<file path="src/rtl/itf_pkg.sv">
// Shared types and default widths for the itf burst master slice.
package itf_pkg;

  typedef enum logic [1:0] {
    IDLE  = 2'd0,
    BURST = 2'd1,
    GAP   = 2'd2
  } itf_burst_state_e;

  localparam int ITF_ADDR_W = 8;
  localparam int ITF_DATA_W = 8;

endpackage

</file>
<file path="src/rtl/itf_sync_fifo.sv">
// Synchronous FIFO holding all buffered bytes; head is the oldest entry.
module itf_sync_fifo
  import itf_pkg::*;
#(
  parameter int DEPTH = 4,
  parameter int WIDTH = ITF_DATA_W,
  localparam int PTR_W = $clog2(DEPTH),
  localparam int CNT_W = PTR_W + 1
) (
  input  logic             clk,
  input  logic             rst,
  input  logic             push,
  input  logic             pop,
  input  logic [WIDTH-1:0] wdata,
  output logic [WIDTH-1:0] head,
  output logic [CNT_W-1:0] count
);

  logic [WIDTH-1:0] mem [DEPTH];
  logic [PTR_W-1:0] wr_ptr;
  logic [PTR_W-1:0] rd_ptr;

  // Storage is cleared so the head reads zero out of reset.
  always_ff @(posedge clk or negedge rst) begin
    if (!rst) begin
      for (int i = 0; i < DEPTH; i++) mem[i] <= '0;
    end else if (push) begin
      mem[wr_ptr] <= wdata;
    end
  end

  // DEPTH is a power of two, so pointers wrap naturally.
  always_ff @(posedge clk or negedge rst) begin
    if (!rst) begin
      wr_ptr <= '0;
      rd_ptr <= '0;
      count  <= '0;
    end else begin
      if (push) wr_ptr <= wr_ptr + PTR_W'(1);
      if (pop)  rd_ptr <= rd_ptr + PTR_W'(1);
      case ({push, pop})
        2'b10:   count <= count + CNT_W'(1);
        2'b01:   count <= count - CNT_W'(1);
        default: count <= count;
      endcase
    end
  end

  assign head = mem[rd_ptr];

endmodule

</file>
<file path="src/rtl/itf_burst_master.sv">
// Buffers an upstream byte stream and emits fixed-length itf write bursts.
// Optional data_delayed register: define ITF_BURST_MASTER_DATA_DELAYED_EN.
module itf_burst_master
  import itf_pkg::*;
#(
  parameter int ADDR_W    = ITF_ADDR_W,
  parameter int DATA_W    = ITF_DATA_W,
  parameter int DEPTH     = 4,
  parameter int BURST_LEN = 4
) (
  input  logic              clk,
  input  logic              rst,
  input  logic [DATA_W-1:0] in_data,
  input  logic              in_valid,
  output logic              in_ready,
  input  logic [ADDR_W-1:0] base_addr,
  input  logic              flush,
  input  logic              bus_ready,
  output logic              bus_valid,
  output logic [ADDR_W-1:0] addr,
  output logic [DATA_W-1:0] data,
  output logic [DATA_W-1:0] data_delayed,
  output logic              burst_done
);

  localparam int CNT_W = $clog2(DEPTH) + 1;

  itf_burst_state_e  state, state_nxt;
  logic [CNT_W-1:0]  count;
  logic [CNT_W-1:0]  beats, beats_nxt;
  logic [ADDR_W-1:0] addr_nxt;
  logic              push, pop;

  // in_ready depends only on the registered count, never on bus_ready.
  assign in_ready = (count != CNT_W'(DEPTH));
  assign push     = in_valid && in_ready;
  assign pop      = bus_valid && bus_ready;

  itf_sync_fifo #(
    .DEPTH (DEPTH),
    .WIDTH (DATA_W)
  ) u_fifo (
    .clk   (clk),
    .rst   (rst),
    .push  (push),
    .pop   (pop),
    .wdata (in_data),
    .head  (data),
    .count (count)
  );

  always_ff @(posedge clk or negedge rst) begin
    if (!rst) begin
      state <= IDLE;
      addr  <= '0;
      beats <= '0;
    end else begin
      state <= state_nxt;
      addr  <= addr_nxt;
      beats <= beats_nxt;
    end
  end

  always_comb begin
    state_nxt  = state;
    addr_nxt   = addr;
    beats_nxt  = beats;
    bus_valid  = 1'b0;
    burst_done = 1'b0;
    case (state)
      IDLE: begin
        if (count >= CNT_W'(BURST_LEN) || (flush && count != '0)) begin
          state_nxt = BURST;
          addr_nxt  = base_addr;
          beats_nxt = '0;
        end
      end
      BURST: begin
        bus_valid = (count != '0);
        if (bus_valid && bus_ready) begin
          addr_nxt  = addr + ADDR_W'(1);
          beats_nxt = beats + CNT_W'(1);
          // A flush burst ends when its last buffered byte leaves with no refill.
          if ((beats + CNT_W'(1)) == CNT_W'(BURST_LEN) ||
              (flush && count == CNT_W'(1) && !push)) begin
            state_nxt = GAP;
          end
        end
      end
      GAP: begin
        burst_done = 1'b1;
        state_nxt  = IDLE;
      end
      default: state_nxt = IDLE;
    endcase
  end

`ifdef ITF_BURST_MASTER_DATA_DELAYED_EN
  always_ff @(posedge clk or negedge rst) begin
    if (!rst)     data_delayed <= '0;
    else if (pop) data_delayed <= data;
  end
`else
  assign data_delayed = '0;
`endif

endmodule

</file>
<file path="config.mk">
export PLATFORM = sky130hd
export DESIGN_NAME = itf_burst_master
export DESIGN_NICKNAME = d
export VERILOG_FILES = /design/src/rtl/itf_pkg.sv /design/src/rtl/itf_sync_fifo.sv /design/src/rtl/itf_burst_master.sv
export SDC_FILE = /design/constraint.sdc
export NUM_CORES = 1
export LEC_CHECK = 0
export BUFFER_PORTS_ARGS = -buffer_cell sky130_fd_sc_hd__buf_4
export CORE_UTILIZATION = 25
export CTS_CLUSTER_SIZE = 30
export DETAILED_ROUTE_END_ITERATION = 16
export GPL_TIMING_DRIVEN = 0
export MAX_ROUTING_LAYER = met4
export PLACE_DENSITY = 0.45
export SYNTH_ARGS = -nofsm -noshare
export SYNTH_HDL_FRONTEND = slang
export SYNTH_SLANG_ARGS = --single-unit
</file>
<file path="constraint.sdc">
create_clock -name clk -period 2.3 [get_ports clk]
set_clock_uncertainty 0.05 [all_clocks]
set_input_delay 0.46 -clock clk [delete_from_list [all_inputs] [get_ports clk]]
set_output_delay 0.46 -clock clk [all_outputs]
set_load 0.1 [all_outputs]
</file>
* Word-level counts from Yosys, hierarchy flattened
Cells that the tools add are included.
Cells by class: eq/ne operators 10, bitwise operators 2, reductions and logical operators 16, muxes and demuxes 19, $lt $le $gt $ge 4, add/subtract/negate cells 6
Operators by type and width (count):
- $mux W8 | 5
- $bwmux W32 | 1
- $bmux W8 S2 | 1
- $demux W8 S2 | 1
- $pmux W8 S2 | 1
- $pmux W3 S2 | 2
- $ge A3 B3 Y1 const B | 3
- $add A8 B1 Y8 const B | 1
- $logic_and A1 B1 Y1 | 7
- $add A3 B1 Y3 const B | 2
- $mux W2 | 3
- $mux W3 | 2
- $ne A2 B2 Y1 const B | 3
- $not A2 Y3 | 2
- $reduce_and A3 Y1 | 2
- $add A2 B1 Y2 const B | 2
- $eq A2 B1 Y1 const B | 2
- $eq A2 B2 Y1 const B | 2
- $pmux W2 S2 | 1
- $reduce_bool A2 Y1 | 2
- $eq A3 B1 Y1 const B | 1
- $eq A3 B3 Y1 const B | 1
- $lt A3 B1 Y1 const B | 1
- $ne A3 B3 Y1 const B | 1
- 6 further kinds | 8
Word-level totals: flip-flop bits (word level) 52, input port bits 21, output and inout bits 27

* Longest topological paths before layout
Gate-level depths: netlist (run 1).
depth in word-level cells 8, gate-level depth with buffers 10, depth with buffers taken out 9

* Cells and area by module
From an unflattened synthesis (run 1), not the netlist that was laid out.
Second synthesis, totals: cell total of the unflattened synthesis 221, area total of the unflattened synthesis 2660.1 sq um
Modules (own cells, without submodules):
- itf_sync_fifo | times used 1, cells each 110, area an instance 1747.9 sq um
- itf_burst_master | times used 1, cells each 111, area an instance 912.1 sq um

* Least setup slack after synthesis (run 1)
OpenSTA, ideal clock, no wires.
path kind reg2reg, from register u_fifo.count[0], to register u_fifo.count[2], required time 2.126 ns, data arrival time 2.389 ns, path buffers 1, setup slack -0.263 ns, setup time 0.124 ns, stages on the path, launching flop included 11, cells stage by stage dfrtp_1 -> inv_1 -> ha_1 -> nand2_1 -> and2_1 -> buf_2 -> inv_1 -> ha_1 -> mux2i_1 -> nor2_1 -> xnor2_1
RTL lines:
- from (decl) | line itf_sync_fifo.sv:16 | output logic [CNT_W-1:0] count
- from (signal assigned) | line itf_sync_fifo.sv:42 | 2'b10: count <= count + CNT_W'(1);
- from (signal assigned) | line itf_sync_fifo.sv:43 | 2'b01: count <= count - CNT_W'(1);
- from (signal assigned) | line itf_sync_fifo.sv:44 | default: count <= count;
- $ne A3 B3 Y1 (*) | line itf_burst_master.sv:35 | assign in_ready = (count != CNT_W'(DEPTH));
- named net in_ready | line itf_burst_master.sv:15 | output logic in_ready,
- $logic_and A1 B1 Y1 (*) | line itf_burst_master.sv:36 | assign push = in_valid && in_ready;
- $eq A2 B1 Y1 or $eq A2 B2 Y1 (tied branches) | line itf_sync_fifo.sv:41 | case ({push, pop})
- $pmux W3 S2 or $reduce_bool A2 Y1 (tied branches)
Mark *: on every way through the listed nets, which the timed path passes. The rest lies on a longest branch. A chain may end at the register's enable or synchronous reset.

* Final worst setup path (run 1)
from register state[1], to output bus_valid
Between the ends: cells in the longest elaborated chain, start to end 2
RTL lines:
- from (decl) | line itf_burst_master.sv:28 | itf_burst_state_e state, state_nxt;
- from (signal assigned) | line itf_burst_master.sv:58 | state <= state_nxt;
- $eq A2 B1 Y1 | line itf_burst_master.sv:70 | case (state)
- $mux W1 | line itf_burst_master.sv:70
- to (decl) | line itf_burst_master.sv:19 | output logic bus_valid,
Every way passes these cells.

==> summary.md, run 1 <==
| Metric | Value |
|---|---|
| First-pass GRT wire length | `9039 µm` |
| Slew HR | `54.68%` |
| Register area share after synthesis | `49.57%` |
| Mapped Area | `0.002625 mm²` |
| # setup viols final | `0` |
| Synth Area in Simple Gates | `7.245%` |
| I/O Buffers | `39` |
| Mux share of post-synthesis cell area | `21.35%` |
| Reg2Reg Setup Slack | `0.30 ns` |
| Post-synth cell types | `32` |
| Share of the synthesized area in the top cell type | `49.57%` |
| Post-Layout Cell Count | `401` |
| DP Worst Slack | `0.3041 ns` |
| Placed Cells | `394` |
| Worst-Margin Slew | `0.6798 ns` |
| Rows | `37` |
| CTS root buffer | `clkbuf_8` |
| Synth Area in Adders | `5.720%` |
| Vias in the first global route | `1785` |
| Setup ws final | `0.09568 ns` |
| Sum Neg Setup Slack | `0 ns` |
| Final ANT Viol Nets | `0` |
| Syn Inst Count | `212` |
| Post-synth EDFFs | `0` |
| Starting DRT DRC Count | `36` |
| Clk sinks | `52` |
| GP Congestion | `0.7186` |
| Ant. Diodes | `0` |
| Post-DP HPWL | `3676 µm` |
| Largest family of logic cells by synthesized area | `multiplexers` |
| Hold_buf cts | `0` |
| Setup bufs post-CTS | `0` |
| Max-Cap Viols | `0` |
| # DRC | `0` |
| Hold WS | `0.1377 ns` |
| Total global routing overflow | `0` |
| Final slew viol count | `0` |
| Die W | `104.5 µm` |
| CP Capture Type | `output pin` |
| Reg2reg end | `u_fifo.count[2]` |
| Worst skew pair latency | `0.31 ns` |
| Avg WL per Cell | `13.52 µm` |
| Synth top cells by count | `dfrtp_1, mux2_2, a21oi_1, ha_1` |
| Clk buf depth | `2` |
| Hold Vio Cnt, Final | `0` |
| Compound-Gate Fraction of Synth Area | `8.437%` |
| Worst EP arrival | `1.69 ns` |
| Die area | `0.01091 mm²` |
| Top FF cell, synth | `dfrtp_1` |
| Critical Path Max Stage Delay | `0.45 ns` |
| RSZ-0062 raised after global routing | `false` |
| Max Fclk | `0.4537 GHz` |
| Largest net degree at the start of global routing | `53` |
| Max Fanout on Critical Path | `10` |
| Ranking of synthesized cells by area | `dfrtp_1, mux2_2, mux4_2, ha_1, a21oi_1` |
| Worst-path cell chain | `and2b_2, clkbuf_4, and2_1, buf_6` |
| Layout area overhead | `22.45%` |
| Fin nets | `297` |
| Via count | `1761` |
| Initial antenna violation count | `0` |
| Total CTS buffers | `5` |
| Fin crit share | `95.84%` |
| Critical Path RT | `1.79 ns` |
| Minimum clock period | `2.204 ns` |
| Synthesized flop and latch total | `52` |
| IO Pins | `48` |
| Async SR Flop Fraction | `100.0%` |
| Reg2reg start | `u_fifo.count[0]` |
| XOR/XNOR Fraction of Synth Area | `2.336%` |
| CTS tree | `built` |
| Crit-path slowest cell | `dfrtp_1` |
| Synth area leader | `dfrtp_1` |
| Clk pin slew, worst setup/hold paths | `0.10 ns` |
| Synthesis warning total | `0` |
| Drt pass-1 iters | `4` |
| CORE AREA | `0.01023 mm²` |
| Mean post-synth cell area | `12.38 µm²` |
| DRT Wirelength | `5423 µm` |
| H-Tree Level Count | `2` |
| R2R depth | `9` |
| Status | `completed` |
| Initial core utilization | `25.66%` |
| Count leader, synth | `dfrtp_1` |
| Chip height | `104.5 µm` |
| GRT Overall Usage | `10.82%` |
| Crit start category | `flip-flop` |
| Min-delay worst type | `in2async` |
| Layout cells sized above 1 | `40.75%` |
| Vias per cell | `4.392` |
| Crit Path Class | `reg2out` |
-- worst max-delay path by stage --
| stage | to | depth (start not counted) | slack, ns | startpoint |
|---|---|---|---|---|
| after CTS | bus_valid | 4 | 0.001 | state[1] |
| after detailed placement | u_fifo.count[2] | 9 | 0.30 | u_fifo.count[0] |
| after global routing | bus_valid | 4 | 0.02 | state[1] |
| after floorplan | u_fifo.count[2] | 10 | 0.06 | u_fifo.count[0] |
| final | bus_valid | 4 | 0.1 | state[1] |
| after global placement | u_fifo.count[2] | 9 | 0.26 | u_fifo.count[0] |
-- metrics by stage --
stage | cell area (µm²) | utilization (%)
2_1_floorplan | 2656 | -
3_3_place_gp | 3119 | 30.49
3_5_place_dp | 3119 | 30.49
4_1_cts | 3211 | 31.38
5_1_grt | 3214 | 31.42
6_report | 3214 | 31.42
-- layer usage --
| layer | vias to the layer above | share of wire, % | GRT usage [%] |
|---|---|---|---|
| met3 | 8 | 4.5 | 2.444 |
| met1 | 864 | 50 | 14.80 |
| li1 | 839 | - | - |
| met5 | - | 0 | - |
| met4 | 0 | 0.81 | 2.449 |
| met2 | 50 | 44 | 16.27 |
-- flip-flops by register name (all words and copies together) (netlist names) --
register	flops
u_fifo.rd_ptr	2
addr	8
u_fifo.wr_ptr	2
u_fifo.count	3
state	2
beats	3
u_fifo.mem	32
-- critical path, delay by kind of cell, from the launching register on --
family                 cells  cell delay [ns]
buffers and inverters      2             0.45
and+or+nand+nor            2             0.48
DFF                        1             0.45
-- cell type report --
cell class / instances / area, µm²
clock inverters: 2 / 16.27
inverters: 11 / 41.29
fillers: 1057 / 7017
repair buffers: 39 / 296.5
flip-flops and latches: 52 / 1301
multi-input cells: 142 / 1220
well taps: 136 / 170.2
clock buffers: 6 / 72.57
plain buffers: 13 / 96.34
-- logic make-up (layout without fill, tap and decap cells) --
family                   Yosys count  after routing
buffers and inverters             25             71
AND/OR/NAND/NOR                   37             37
other                              1              8
adder cells (fa/ha/maj)           12             12
multiplexers                      42             42
AO/OA/AOI/OAI                     36             36
XOR/XNOR                           7              7
flip-flops                        52             52
-- cell usage in the layout (no fill, tap or decap), drive strengths merged, types with 3 or more instances in the layout --
master,instances
a21oi,16
and2,3
buf,51
clkbuf,7
conb,8
dfrtp,52
ha,12
inv,11
mux2,32
mux4,8
nand2,15
nand2b,4
nand3,5
nor2,5
o21ai,9
o22ai,5
xnor2,6
-- what timing repair did --
| item | in CTS | in global routing |
|---|---|---|
| setup endpoints to repair | 4 | 1 |
| gates resized for setup | 2 | 2 |
| pin swaps | 0 | 0 |
Power of run 1 is left out: the tool's default activity adds up to more than one toggle a clock period on the data nets, which glitch-free logic cannot reach.
==> run 2: changes to the inputs <==
==> constraint.sdc (replaced) <==
create_clock -name clk -period 2.3 [get_ports clk]
set_clock_uncertainty 0.05 [all_clocks]
set_input_delay 0.46 -clock clk [delete_from_list [all_inputs] [get_ports clk]]
set_output_delay 0.46 -clock clk [all_outputs]
set_load 0.02 [all_outputs]
==> run 2 against run 1 <==
Net effect: sequential share of layout area rose by 0.095 points; flip-flop and latch count did not move; first-iteration DRC count rose by 42%; non-clock buffer count did not move; cell area fell by 0.23%; setup slack improved by 0.040 ns; worst hold slack got worse by 0.0024 ns; die area did not move; cell count did not move; routed wire length fell by 2.6%; global-route usage fell by 0.11 points; highest routed layer unchanged.
==> summary.md, run 2 (synthesis gave the netlist of run 1 again) <==
| Metric | Value |
|---|---|
| Status | `completed` |
| Total global routing overflow | `0 (unchanged)` |
| First-pass GRT wire length | `8907 µm (-1.5%)` |
| Final slew viol count | `0 (unchanged)` |
| Chip height | `104.5 µm (unchanged)` |
| Leak Pwr | `0.001436 µW` |
| DP Worst Slack | `0.3037 ns (-0.0003380 ns)` |
| Reg2reg end | `u_fifo.count[2]` |
| CP delay by family, top | `simple AND/OR/NAND/NOR gates` |
| Internal power | `2863 µW` |
| IO Pins | `48 (unchanged)` |
| CTS tree | `built` |
| Most frequent cells in the layout | `dfrtp_1, buf_4, mux2_2, a21oi_1, ha_1` |
| Worst-Margin Slew | `0.6746 ns (-0.005207 ns)` |
| Final ANT Viol Nets | `0 (unchanged)` |
| Initial antenna violation count | `0 (unchanged)` |
| H-Tree Level Count | `2 (unchanged)` |
| Min-delay worst type | `in2async` |
| Worst skew pair latency | `0.30 ns (about the same)` |
| Reg2reg start | `u_fifo.count[0]` |
| Vias in the first global route | `1787 (+0.11%)` |
| I/O Buffers | `39 (unchanged)` |
| Rows | `37 (unchanged)` |
| Max-Cap Viols | `0 (unchanged)` |
| Setup ws final | `0.1355 ns (+0.03981 ns)` |
| Layout area overhead | `22.16%` |
| Placed Cells | `394 (unchanged)` |
| Total CTS buffers | `5 (unchanged)` |
| Largest net degree at the start of global routing | `53 (unchanged)` |
| GP Congestion | `0.7744 (+7.8%)` |
| Starting DRT DRC Count | `51 (+42%)` |
| RSZ-0062 raised after global routing | `false` |
| Reg power frac | `36.6%` |
| Clock power share | `11.5%` |
| Worst EP arrival | `1.65 ns (-0.04 ns)` |
| Pwr per Cell Area | `1467 mW/mm²` |
| # DRC | `0 (unchanged)` |
| DRT Wirelength | `5283 µm (-2.6%)` |
| Drt pass-1 iters | `4 (unchanged)` |
| Crit-path slowest cell | `dfrtp_1` |
| Biggest register | `u_fifo.mem` |
| Initial core utilization | `25.66% (unchanged)` |
| Fin crit share | `94.11% (-1.7 points)` |
| Combinational share of power | `51.8%` |
| Die W | `104.5 µm (unchanged)` |
| Post-Layout Cell Count | `401 (unchanged)` |
| Critical Path Max Stage Delay | `0.45 ns (about the same)` |
| Critical path buffers and inverters | `2 (unchanged)` |
| Hold Vio Cnt, Final | `0 (unchanged)` |
| Ant. Diodes | `0 (unchanged)` |
| # setup viols final | `0 (unchanged)` |
| CP Capture Type | `output pin` |
| Top Registers | `u_fifo.mem: 32 flops, addr: 8 flops` |
| R2R depth | `9 (unchanged)` |
| Clk pin slew, worst setup/hold paths | `0.10 ns (about the same)` |
| Most common cell after layout, fill and taps aside | `dfrtp_1` |
| Layout cells sized above 1 | `39.62% (-1.1 points)` |
| Reg2Reg Setup Slack | `0.31 ns (about the same)` |
| Critical Path RT | `1.79 ns (about the same)` |
| Minimum clock period | `2.165 ns (-0.03981 ns)` |
| Avg WL per Cell | `13.17 µm (-2.6%)` |
| Max FFs per register | `32 (unchanged)` |
| Crit Path Class | `reg2out` |
| P_sw | `1841 µW` |
| Clk buf depth | `2 (unchanged)` |
| Setup bufs post-CTS | `0 (unchanged)` |
| Crit start category | `flip-flop` |
| Die area | `0.01091 mm² (unchanged)` |
| CORE AREA | `0.01023 mm² (unchanged)` |
| Vias per cell | `4.319 (-1.6%)` |
| Clk sinks | `52 (unchanged)` |
| Max Fanout on Critical Path | `10 (unchanged)` |
| CTS root buffer | `clkbuf_8` |
| Slew HR | `55.03% (+0.35 points)` |
| Sum Neg Setup Slack | `0 ns (unchanged)` |
| Peak supply drop | `0.0005551 V` |
| Post-DP HPWL | `3641 µm (-0.94%)` |
| Fin nets | `297 (unchanged)` |
| Worst-path cell chain | `and2b_1, buf_2, and2_1, buf_4` |
| Sw Share | `39.14%` |
| Max Fclk | `0.4620 GHz (+1.8%)` |
| Pwr Total | `4704 µW` |
| GRT Overall Usage | `10.72% (-0.11 points)` |
| Via count | `1732 (-1.6%)` |
[run 2: changes by cell type in the layout (fill, tap and decap cells not counted)]
cell | before | now
buf_2 | 2 | 3
clkbuf_8 | 5 | 6
and2b_2 | 1 | 0
nand2_2 | 5 | 4
nor2b_1 | 0 | 1
nand2_1 | 10 | 11
and2b_1 | 0 | 1
nor2b_2 | 1 | 0
buf_6 | 2 | 1
clkinv_4 | 1 | 0
[run 2: layer usage]
| layer | track usage, % | vias up | part of all wire [%] |
|---|---|---|---|
| met5 | - | - | 0 |
| met4 | 3.061 | 0 | 0.74 |
| met3 | 2.068 | 2 | 4.1 |
| met2 | 17.08 | 42 | 46 |
| met1 | 13.83 | 849 | 49 |
| li1 | - | 839 | - |
[run 2: final cells by class]
class / count / area [µm²]
buffer: 13 / 93.84
clock buffer: 7 / 86.33
clock inverter: 1 / 7.507
fill: 1043 / 7024
inverter: 11 / 41.29
multi-input combinational: 142 / 1214
sequential: 52 / 1301
tap: 136 / 170.2
timing repair buffer: 39 / 292.8
[run 2: repair_timing]
action / 4_1_cts / 5_1_grt
resized for setup: 0 / 1
hold buffers: 0 / 0
setup endpoints to repair: 0 / 8
[run 2: metrics by stage]
stage               utilization [%]  hold WS (ns)  cell area (µm²)
floorplan                         -        0.1144             2651
global placement              30.44        0.4331             3114
detailed placement            30.44        0.4383             3114
CTS                           31.36        0.1731             3208
global route                  31.34        0.1958             3207
finish                        31.34        0.1353             3207
[run 2: worst max path at each step]
| stage | start | to | slack, ns | cells past startpoint |
|---|---|---|---|---|
| finish | state[1] | bus_valid | 0.14 | 4 |
| global route | state[1] | bus_valid | 0.03 | 4 |
| CTS | u_fifo.rd_ptr[1] | data[7] | 0.03 | 3 |
| detailed placement | u_fifo.count[0] | u_fifo.count[2] | 0.30 | 9 |
| global placement | u_fifo.count[0] | u_fifo.count[2] | 0.29 | 9 |
| floorplan | u_fifo.count[0] | u_fifo.count[2] | 0.35 | 9 |
[run 2: power groups by stage]
stage / registers (µW) / clock network (µW) / logic (µW)
final: 1720 / 543 / 2440
after global routing: 1800 / 598 / 2680
after CTS: 1690 / 570 / 2530
after detailed placement: 1710 / 0 / 2520
after global placement: 1700 / 0 / 2490
after floorplan: 1700 / 0 / 1720
[run 2: worst reg2reg max path: cells and delay by family (launching register included)]
kind | cells | cell delay (ns)
DFF | 1 | 0.41
buffers and inverters | 3 | 0.36
xor gates and xnor gates | 1 | 0.13
and+or+nand+nor | 3 | 0.40
adders and majority gates | 2 | 0.58
Note: power is estimated with default switching activity, not from simulation.
==> run 3: changes to the inputs <==
--- a/config.mk
+++ b/config.mk
@@ -5,13 +5,14 @@
 export SDC_FILE = /design/constraint.sdc
 export NUM_CORES = 1
 export LEC_CHECK = 0
+export ABC_CLOCK_PERIOD_IN_PS = 1800
 export BUFFER_PORTS_ARGS = -buffer_cell sky130_fd_sc_hd__buf_4
 export CORE_UTILIZATION = 25
 export CTS_CLUSTER_SIZE = 30
 export DETAILED_ROUTE_END_ITERATION = 16
 export GPL_TIMING_DRIVEN = 0
 export MAX_ROUTING_LAYER = met4
-export PLACE_DENSITY = 0.45
+export PLACE_DENSITY = 0.47
 export SYNTH_ARGS = -nofsm -noshare
 export SYNTH_HDL_FRONTEND = slang
 export SYNTH_SLANG_ARGS = --single-unit
==> constraint.sdc (replaced) <==
create_clock -name clk -period 1.8 [get_ports clk]
set_clock_uncertainty 0.05 [all_clocks]
set_input_delay 0.09 -clock clk [delete_from_list [all_inputs] [get_ports clk]]
set_output_delay 0.09 -clock clk [all_outputs]
set_load 0.02 [all_outputs]
==> run 3 against run 2 <==
Net effect: flip-flop and latch count did not move; sequential share of layout area fell by 2.9 points; first-iteration DRC count fell by 16%; global-route usage rose by 0.51 points; critical path type unchanged; highest routed layer unchanged.
==> summary.md, run 3 (synthesis gave the netlist of run 1 again) <==
| Metric | Value |
|---|---|
| Fin nets | `314 (+5.7%)` |
| Clk pin slew, worst setup/hold paths | `0.10 ns (about the same)` |
| Register area | `0.001301 mm² (unchanged)` |
| Ant. Diodes | `0 (unchanged)` |
| Worst skew pair latency | `0.31 ns (about the same)` |
| Clk sinks | `52 (unchanged)` |
| Clk buf depth | `2 (unchanged)` |
| Crit start category | `flip-flop` |
| GP Congestion | `0.7185 (-7.2%)` |
| Chip height | `104.5 µm (unchanged)` |
| First-pass GRT wire length | `9321 µm (+4.6%)` |
| Reg2reg start | `u_fifo.count[0]` |
| GRT Overall Usage | `11.22% (+0.51 points)` |
| Worst EP arrival | `1.56 ns (-0.09 ns)` |
| Total CTS buffers | `5 (unchanged)` |
| I/O Buffers | `39 (unchanged)` |
| Reg power frac | `34.1% (-2.5 points)` |
| Die W | `104.5 µm (unchanged)` |
| Avg WL per Cell | `13.10 µm (-0.56%)` |
| Slew HR | `55.64% (+0.61 points)` |
| Sum Neg Setup Slack | `0 ns (unchanged)` |
| Combinational share of power | `53.3% (+1.5 points)` |
| Min-delay worst type | `in2reg` |
| Top Registers | `u_fifo.mem: 32 flops, addr: 8 flops` |
| Peak supply drop | `0.0009411 V (+70%)` |
| Layout area overhead | `31.60%` |
| Initial core utilization | `25.66% (unchanged)` |
| Hold path startpoint | `base_addr[0]` |
| Internal power | `4018 µW (+40%)` |
| Worst-path cell chain | `and2b_2, buf_2, and2_1, buf_4` |
| # setup viols final | `0 (unchanged)` |
| Hold WS | `0.01457 ns (-0.1208 ns)` |
| RSZ-0062 raised after global routing | `false` |
| Fin crit share | `94.72%` |
| # DRC | `0 (unchanged)` |
| Status | `completed` |
| Layout cells sized above 1 | `44.33% (+4.7 points)` |
| Hold Vio Cnt, Final | `0 (unchanged)` |
| Starting DRT DRC Count | `43 (-16%)` |
| Crit-path slowest cell | `dfrtp_1` |
| CTS tree | `built` |
| Worst-Margin Slew | `0.6654 ns (-0.009164 ns)` |
| Drt pass-1 iters | `4 (unchanged)` |
| DRT Wirelength | `5476 µm (+3.7%)` |
| Post-Layout Cell Count | `418 (+4.2%)` |
| Placed Cells | `394 (unchanged)` |
| Sw Share | `38.09% (-1.1 points)` |
| Most frequent cells in the layout | `buf_4, dfrtp_1, mux2_2, a21oi_1` |
| Core Util, Final | `33.77% (+2.4 points)` |
| Largest net degree at the start of global routing | `53 (unchanged)` |
| Max Fclk | `0.5865 GHz` |
| Minimum clock period | `1.705 ns` |
| CP Capture Type | `output pin` |
| Area of the multi-input gates | `0.001272 mm² (+4.8%)` |
| Critical Path RT | `1.66 ns (-0.13 ns)` |
| Most common cell after layout, fill and taps aside | `buf_4` |
| Critical Path Max Stage Delay | `0.45 ns (about the same)` |
| Post-DP HPWL | `3759 µm (+3.2%)` |
| Crit Path Class | `reg2out` |
| Rows | `37 (unchanged)` |
| Initial antenna violation count | `0 (unchanged)` |
| Vias in the first global route | `1852 (+3.6%)` |
| CTS root buffer | `clkbuf_8` |
| Max-Cap Viols | `0 (unchanged)` |
| Max Fanout on Critical Path | `10 (unchanged)` |
| CORE AREA | `0.01023 mm² (unchanged)` |
| Final ANT Viol Nets | `0 (unchanged)` |
| Filler Cells Inserted | `1053 (+0.96%)` |
| Die area | `0.01091 mm² (unchanged)` |
| Final slew viol count | `0 (unchanged)` |
| Leak Pwr | `0.001542 µW (+7.4%)` |
| Via count | `1754 (+1.3%)` |
| Critical path buffers and inverters | `2 (unchanged)` |
| IO Pins | `48 (unchanged)` |
| CP delay by family, top | `flip-flops` |
| Clock power share | `12.7% (+1.2 points)` |
| Total global routing overflow | `0 (unchanged)` |
| Pwr Total | `6489 µW (+38%)` |
| Pwr per Cell Area | `1878 mW/mm² (+28%)` |
| P_sw | `2472 µW (+34%)` |
| H-Tree Level Count | `2 (unchanged)` |
| Max FFs per register | `32 (unchanged)` |
| Vias per cell | `4.196 (-2.8%)` |
| Biggest register | `u_fifo.mem` |
| Critical Path Start | `state[1]` |
==> run 3: final timing paths <==
kind | end | slack [ns] | cells past startpoint
hold reg to reg | u_fifo.mem[15] | 0.46 | 1
setup / recovery | bus_valid | 0.1 | 4
setup reg to reg | u_fifo.mem[20] | 0.1 | 6
hold / removal | addr[0] | 0.01 | 3
min in group asynchronous | u_fifo.mem[26] | 0.29 | 2
max in group asynchronous | beats[1] | 0.95 | 2
==> run 3: area by class of cell <==
type | count | share of cell area (%)
Clock inverter | 2 | 1.123
Multi-Input combinational cell | 142 | 36.83
Buffer | 12 | 2.680
Tap cell | 136 | 4.926
Inverter | 11 | 1.268
Clock buffer | 6 | 2.101
Timing Repair Buffer | 57 | 13.40
Sequential cell | 52 | 37.67
==> run 3: stage by stage <==
stage / setup WS [ns] / cell area, µm²
2_1_floorplan: 0.008303 / 2673
3_3_place_gp: -0.1564 / 3136
3_5_place_dp: -0.1816 / 3136
4_1_cts: -0.02072 / 3372
5_1_grt: 0.002668 / 3455
6_report: 0.09509 / 3455
==> run 3: repair_timing <==
| item | CTS | global route |
|---|---|---|
| pin swaps | 2 | 6 |
| hold endpoints to repair | 84 | 0 |
| resized for setup | 7 | 7 |
| endpoints found under the setup margin | 55 | 44 |
| hold buffers | 9 | 0 |
| setup buffers | 1 | 8 |
==> run 3: tightest hold or removal path, delay by kind of cell <==
| family | cells | cell delay (ns) |
|---|---|---|
| compound gates | 2 | 0.17 |
| buf+inv | 1 | 0.08 |
==> run 3: power groups by stage <==
| stage | clock, µW | sequential (µW) | combinational, µW |
|---|---|---|---|
| floorplan | 0 | 2180 | 2240 |
| global placement | 0 | 2180 | 3220 |
| detailed placement | 0 | 2190 | 3250 |
| CTS | 866 | 2220 | 3340 |
| global route | 898 | 2320 | 3790 |
| finish | 822 | 2210 | 3460 |
==> run 3: metal layers <==
metal / GRT usage [%] / vias up / wire (µm)
met4: 3.673 / 0 / 67
met1: 15.31 / 839 / 2765
met3: 2.318 / 7 / 228
met5: - / - / 0
li1: - / 867 / -
met2: 16.56 / 41 / 2415
